===== src/rtl/glitch_sched_pkg.sv =====
// rtl/glitch_sched_pkg.sv - shared types and constants for the glitch-clock scheduler
package glitch_sched_pkg;

  typedef enum logic [2:0] {
    ST_IDLE  = 3'd0,
    ST_ARMED = 3'd1,
    ST_DELAY = 3'd2,
    ST_PULSE = 3'd3,
    ST_GAP   = 3'd4
  } state_t;

  // A programmed width/gap/count of zero behaves as this value.
  localparam int unsigned ZERO_SUB = 1;

endpackage


===== src/rtl/glitch_sched_trig.sv =====
// rtl/glitch_sched_trig.sv - trigger synchroniser, mask, OR-reduce and rising-edge detect
module trig_sync_edge
  import glitch_sched_pkg::*;
#(
  parameter int N_TRIG = 2
) (
  input  logic              clk,
  input  logic              rst_n,
  input  logic [N_TRIG-1:0] trig,
  input  logic [N_TRIG-1:0] mask,
  output logic              rise
);

  logic [N_TRIG-1:0] meta;
  logic [N_TRIG-1:0] sync;
  logic              any;
  logic              prev;

  // prev always tracks the masked level, so a level held across arm never fires.
  always_ff @(posedge clk or negedge rst_n) begin
    if (!rst_n) begin
      meta <= '0;
      sync <= '0;
      prev <= 1'b0;
    end else begin
      meta <= trig;
      sync <= meta;
      prev <= any;
    end
  end

  assign any  = |(sync & mask);
  assign rise = any & ~prev;

endmodule


===== src/rtl/glitch_sched.sv =====
// rtl/glitch_sched.sv - trigger-driven scheduler for the glitch clock-select line
module glitch_sched
  import glitch_sched_pkg::*;
#(
  parameter int N_TRIG = 2,
  parameter int CNT_W  = 16,
  parameter int REP_W  = 8
) (
  input  logic              clk,
  input  logic              rst_n,
  input  logic              arm_i,
  input  logic              abort_i,
  input  logic [N_TRIG-1:0] trig_mask_i,
  input  logic [CNT_W-1:0]  delay_i,
  input  logic [CNT_W-1:0]  width_i,
  input  logic [CNT_W-1:0]  gap_i,
  input  logic [REP_W-1:0]  count_i,
  input  logic [N_TRIG-1:0] trig_i,
  output logic              clk_sel_o,
  output logic              armed_o,
  output logic              busy_o,
  output logic              done_o,
  output logic [REP_W-1:0]  pulses_o
);

  localparam logic [CNT_W-1:0] CNT_ONE = CNT_W'(ZERO_SUB);
  localparam logic [REP_W-1:0] REP_ONE = REP_W'(ZERO_SUB);

  state_t            state_q, state_d;
  logic [CNT_W-1:0]  cnt_q, cnt_d;
  logic [CNT_W-1:0]  delay_q, width_q, gap_q;
  logic [REP_W-1:0]  count_q;
  logic [REP_W-1:0]  pulses_q, pulses_d, pulses_inc;
  logic              clk_sel_q, clk_sel_d;
  logic              done_q, done_d;
  logic              load_cfg;
  logic              rise;

  trig_sync_edge #(
    .N_TRIG (N_TRIG)
  ) u_trig (
    .clk  (clk),
    .rst_n(rst_n),
    .trig (trig_i),
    .mask (trig_mask_i),
    .rise (rise)
  );

  assign pulses_inc = pulses_q + REP_ONE;

  always_comb begin
    state_d   = state_q;
    cnt_d     = cnt_q;
    pulses_d  = pulses_q;
    clk_sel_d = clk_sel_q;
    done_d    = 1'b0;
    load_cfg  = 1'b0;
    if (abort_i) begin
      state_d   = ST_IDLE;
      clk_sel_d = 1'b0;
    end else begin
      unique case (state_q)
        ST_IDLE: begin
          if (arm_i) begin
            load_cfg = 1'b1;
            pulses_d = '0;
            state_d  = ST_ARMED;
          end
        end
        ST_ARMED: begin
          if (rise) begin
            if (delay_q == '0) begin
              state_d   = ST_PULSE;
              clk_sel_d = 1'b1;
              cnt_d     = width_q;
            end else begin
              state_d = ST_DELAY;
              cnt_d   = delay_q;
            end
          end
        end
        ST_DELAY: begin
          if (cnt_q == CNT_ONE) begin
            state_d   = ST_PULSE;
            clk_sel_d = 1'b1;
            cnt_d     = width_q;
          end else begin
            cnt_d = cnt_q - CNT_ONE;
          end
        end
        ST_PULSE: begin
          if (cnt_q == CNT_ONE) begin
            clk_sel_d = 1'b0;
            pulses_d  = pulses_inc;
            if (pulses_inc == count_q) begin
              state_d = ST_IDLE;
              done_d  = 1'b1;
            end else begin
              state_d = ST_GAP;
              cnt_d   = gap_q;
            end
          end else begin
            cnt_d = cnt_q - CNT_ONE;
          end
        end
        ST_GAP: begin
          if (cnt_q == CNT_ONE) begin
            state_d   = ST_PULSE;
            clk_sel_d = 1'b1;
            cnt_d     = width_q;
          end else begin
            cnt_d = cnt_q - CNT_ONE;
          end
        end
        default: begin
          state_d   = ST_IDLE;
          clk_sel_d = 1'b0;
        end
      endcase
    end
  end

  always_ff @(posedge clk or negedge rst_n) begin
    if (!rst_n) begin
      state_q   <= ST_IDLE;
      cnt_q     <= '0;
      pulses_q  <= '0;
      clk_sel_q <= 1'b0;
      done_q    <= 1'b0;
    end else begin
      state_q   <= state_d;
      cnt_q     <= cnt_d;
      pulses_q  <= pulses_d;
      clk_sel_q <= clk_sel_d;
      done_q    <= done_d;
    end
  end

  // Delay keeps zero as a real value (immediate window); the others substitute one.
  always_ff @(posedge clk or negedge rst_n) begin
    if (!rst_n) begin
      delay_q <= '0;
      width_q <= CNT_ONE;
      gap_q   <= CNT_ONE;
      count_q <= REP_ONE;
    end else if (load_cfg) begin
      delay_q <= delay_i;
      width_q <= (width_i == '0) ? CNT_ONE : width_i;
      gap_q   <= (gap_i == '0) ? CNT_ONE : gap_i;
      count_q <= (count_i == '0) ? REP_ONE : count_i;
    end
  end

  assign clk_sel_o = clk_sel_q;
  assign done_o    = done_q;
  assign pulses_o  = pulses_q;
  assign armed_o   = (state_q == ST_ARMED);
  assign busy_o    = (state_q == ST_DELAY) || (state_q == ST_PULSE) || (state_q == ST_GAP);

endmodule


===== config.mk =====
export PLATFORM = sky130hd
export DESIGN_NAME = glitch_sched
export DESIGN_NICKNAME = d
export VERILOG_FILES = /design/src/rtl/glitch_sched_pkg.sv /design/src/rtl/glitch_sched_trig.sv /design/src/rtl/glitch_sched.sv
export SDC_FILE = /design/constraint.sdc
export NUM_CORES = 1
export LEC_CHECK = 0
export ABC_AREA = 0
export CAP_MARGIN = 20
export CORE_ASPECT_RATIO = 0.7
export CORE_MARGIN = 2
export CORE_UTILIZATION = 40
export CTS_CLUSTER_DIAMETER = 60
export DETAILED_ROUTE_END_ITERATION = 8
export HOLD_SLACK_MARGIN = 0.1
export SLEW_MARGIN = 10
export SYNTH_ARGS = -nofsm -noshare
export SYNTH_HDL_FRONTEND = slang
export SYNTH_HIERARCHICAL = 1
export SYNTH_SLANG_ARGS = --single-unit

===== constraint.sdc =====
create_clock -name clk -period 6.12 [get_ports clk]
set_input_delay 1.224 -clock clk [delete_from_list [all_inputs] [get_ports clk]]
set_output_delay 1.224 -clock clk [all_outputs]
set_load 0.02 [all_outputs]

=== Word level (Yosys, flattened, before mapping) ===
Index checks and enable logic that the tools add are counted.

* Register bits after elaboration: 90
* Input bits: 64
* Output and inout port bits: 12

* $add $sub $neg: 2
* Equality and inequality tests: 16
* Muxes and demuxes: 33
* Bitwise logic cells: 4
* Reductions and logical operators: 15

{| class="wikitable"
|+ Operator list
! operator !! number
|-
| $mux 16 || 7
|-
| $logic_not 16->1 || 3
|-
| $pmux 16 s3 || 1
|-
| $mux 8 || 3
|-
| $mux 3 || 6
|-
| $eq 16x1->1 const B || 1
|-
| $pmux 8 s2 || 1
|-
| $sub 16x1->16 const B || 1
|-
| $mux 1 || 13
|-
| $pmux 3 s4 || 1
|-
| $reduce_and 4->1 || 3
|-
| $ne 3x3->1 const B || 3
|-
| $add 8x1->8 const B || 1
|-
| $eq 8x8->1 || 1
|-
| $logic_not 8->1 || 1
|-
| $eq 3x2->1 const B || 2
|-
| $ne 2x2->1 const B || 3
|-
| $ne 3x2->1 const B || 2
|-
| $reduce_and 5->1 || 1
|-
| $pmux 1 s4 || 1
|-
| $reduce_or 2->1 || 2
|-
| $eq 3x1->1 const B || 1
|-
| $eq 3x3->1 const B || 1
|-
| $logic_not 3->1 || 1
|-
| other kinds (8) || 10
|}

=== Longest topological paths before layout ===
* Depth in word-level cells: 6
* Depth in mapped cells: 10
* Depth with buffers taken out: 8

=== Modules after synthesis ===
The synthesis kept the hierarchy.

{| class="wikitable"
|+ Modules (own cells, without submodules)
! module !! instances !! cells each !! area each (um^2) !! seq. area each (um^2)
|-
| glitch_sched || 1 || 457 || 4,631.9 || 2,130.8
|-
| trig_sync_edge || 1 || 7 || 147.6 || 125.1
|}

=== Least setup slack after synthesis ===
OpenSTA, ideal clock, no wires.

* Path type: reg2out
* From: register state_q[1]
* To: output port busy_o
* Arrival time: 1.654 ns
* Data required time: 4.896 ns
* Path slack: 3.242 ns
* Stages on the path, launching flop included: 6
* Buffers on the path: 2
* Cells stage by stage: dfrtp_1 or3b_2 and2_1 clkbuf_1 inv_1 buf_1

* Cells in the longest elaborated chain, start to end: 3
* Elaborated cells between the ends (all ways): 5
* Classes of those cells: eq/ne (3); reduce/logical (2)

{| class="wikitable"
|+ RTL lines
! item !! line !! text
|-
| start: declaration || glitch_sched.sv:29 || <nowiki>state_t state_q, state_d;</nowiki>
|-
| start signal: assignment || glitch_sched.sv:131 || <nowiki>state_q <= state_d;</nowiki>
|-
| $eq 3x2->1 || glitch_sched.sv:158 || <nowiki>assign busy_o = (state_q == ST_DELAY) || (state_q == ST_PULSE) || (state_q == ST_GAP);</nowiki>
|-
| $logic_or 1x1->1 || glitch_sched.sv:158 ||
|-
| $logic_or 1x1->1 * || glitch_sched.sv:158 ||
|-
| end: declaration || glitch_sched.sv:21 || <nowiki>output logic busy_o,</nowiki>
|}

Mark *: on every way between the ends. The rest lies on a longest branch, timed or not.

=== Final worst setup path ===
* From: register state_q[0]
* To: output port busy_o

Same word-level chain as after synthesis.

==> metrics.txt <==
Antenna diodes 0; Worst IR Drop VDD 243.4 µV; number of synthesized flops with an enable pin 0; number of placed cells counting well taps 675; Die H 95.46 µm; per-cell routed wire length around 19 µm; initial DRC count about 280; final max-slew violation count 0; layout cell share with drive strength beyond 1 0.1742; total number of vias 4039; # setup viols final 0; run status completed; Yosys cell types 62; number of gates resized after CTS 0; f_max 0.2488 GHz; #FFs+latches synth 90; Max transition margin 0.2352; Final Util 0.5092; die width ~130 µm; clk_lat worst skew 360 ps; # DRC 0; remaining antenna violation count 0; WHS between 300 and 400 ps; Clock Pin Slew Worst Setup and Hold Paths roughly 70 ps; post-CTS setup buffers 0; final hold violations 0; TritonCTS clock tree yes; Primary FF master, synth dfrtp_1; H-tree levels 3; IO Pins 76; register area share after synthesis 0.4720; Req. time, crit path 4900 ps; RSZ-0062 raised after global routing no; port bufs 75; Hold-fix buffers, CTS 0; Worst Tran Pin Value 1137 ps; core box area 11690 µm²; top cells by area, synth dfrtp_1, mux2_2, o21ai_0; commonest cells after routing, fill and taps aside dfrtp_1, clkdlybuf4s50_1, mux2_2; async set or reset register ratio after synthesis 1.000; Post-Layout Cell Count 691; initial antenna violation count 0; Mapped Cells 464; fill count 1047; vias in the first global route 3834; Hold Crit Class reg -> reg; synthesis warning total 6; Cell Rows 33; cts bufs inserted 9; Worst Path Class, Setup reg -> out; Crit Path Max Fanout 15; Setup TNS 0 ps; nature of the critical path endpoint primary output; first-pass GRT wire length 21430 µm; Pwr Density 439.6 nW/µm²; initial core utilization 0.4090; Clock Tree Root clkbuf_16; hpwl dp 10070 µm; Area Overhead vs Synth 24.48%; Max-Cap Viols 0; Cell Area, Synth 4780 µm²; Worst Path Arrival 2800 ps; GRT overflow 0; Via density ~5.8; die footprint 12850 µm²; CTS max path bufs 2; Lkg Pwr 2.353 nW; Global Route Usage Sum 0.2208; nets@finish about 600; Yosys top cell by area dfrtp_1; Synth top area share 0.4555; Mean Syn Cell Area 10.30 µm²; largest net degree at the start of global routing 56; Startpoint Class flip-flop; min Tclk post-route roughly 4000 ps; skew final 6.962 ps; commonest non-fill, non-tap cell in the layout dfrtp_1; Clock Sinks 90; Syn Nets 531; DRT Pass-1 Iters 4; Final Cycle Share 0.6569; Detailed Route WL around 13000 µm; gpl congestion 0.8886
[final cells by class]
type,instances,area [µm²],area share
clock buffer,10,239.0,0.04017
clock inverter,6,57.56,0.009674
inverter,5,18.77,0.003155
multi-input combinational,346,2419,0.4065
sequential,90,2256,0.3792
tap,157,196.4,0.03302
timing repair buffer,77,763.2,0.1283
[critical path, stage by stage, from the launching register on]
cell             delay, ps
dfrtp_1                540
or3b_2                 520
and2_1                 250
inv_1                  430
clkdlybuf4s50_1        710
[layer usage]
| metal | global-route usage | part of all wire | routed length, µm |
|---|---|---|---|
| met1 | 0.3464 | 0.52 | 6897 |
| met2 | 0.2910 | 0.39 | 5190 |
| met3 | 0.06220 | 0.081 | 1071 |
| met4 | 0.05702 | 0.011 | 142 |
| met5 | 0 | 0 | 0 |
[synthesized netlist by cell type, drive strengths merged (2+ instances only)]
cell	instances
dfrtp	87
mux2	61
o21ai	52
nor2	30
nand2	27
a21oi	24
nor4	19
clkbuf	18
nor3	13
o31ai	11
nand3	8
and2	7
or3	6
buf	5
inv	5
nand2b	5
o211ai	5
xnor2	5
xor2	5
a22o	4
a22oi	4
and3	4
mux2i	4
a41oi	3
dfstp	3
ha	3
nand3b	3
nand4	3
nor2b	3
or4	3
a211o	2
a211oi	2
a31oi	2
a32o	2
and4	2
o311ai	2
o32ai	2
or2	2
[metrics by stage]
step	setup slack [ps]	instance area, µm²	power (mW)
5_1_grt	2000	5949	2.793
4_1_cts	2101	5949	2.613
3_5_place_dp	2482	5653	2.053
2_1_floorplan	3242	4780	1.708
6_report	2100	5949	2.616
3_3_place_gp	2581	5653	2.018
[worst paths after layout]
check,startpoint,end,slack [ps],cells after the start
worst max-delay path,state_q[0],busy_o,2100,4
worst min-delay path,u_trig/meta[1],u_trig/sync[1],350,0
worst max register to register,cnt_q[6],cnt_q[3],3060,6
worst min register to register,u_trig/meta[1],u_trig/sync[1],350,0
max in group asynchronous,rst_n,width_q[6],4230,2
min in group asynchronous,rst_n,count_q[6],810,1
[where the power goes]
group / internal [mW] / switching, mW / leakage, nW
combinational: 0.463 / 0.468 / 1.11
sequential: 0.853 / 0.280 / 1.09
clock: 0.296 / 0.255 / 0.147
total: 1.61 / 1.00 / 2.35
[logic make-up after synthesis]
| group | after synthesis | share of synthesized area |
|---|---|---|
| AO/OA/AOI/OAI | 128 | 0.1691 |
| XOR/XNOR | 10 | 0.01832 |
| adder cells (fa/ha/maj) | 3 | 0.007854 |
| buffers and inverters | 28 | 0.02304 |
| flip-flops | 90 | 0.4720 |
| multiplexers | 65 | 0.1521 |
| AND/OR/NAND/NOR | 140 | 0.1576 |
[registers in the layout, indices dropped and copies added, names as in the netlist]
signal	flops
u_trig/meta	2
width_q	16
u_trig/prev	1
u_trig/sync	2
delay_q	16
count_q	8
clk_sel_o	1
gap_q	16
done_o	1
cnt_q	16
state_q	3
pulses_o	8
No activity file was read; power rests on OpenSTA's default activity.
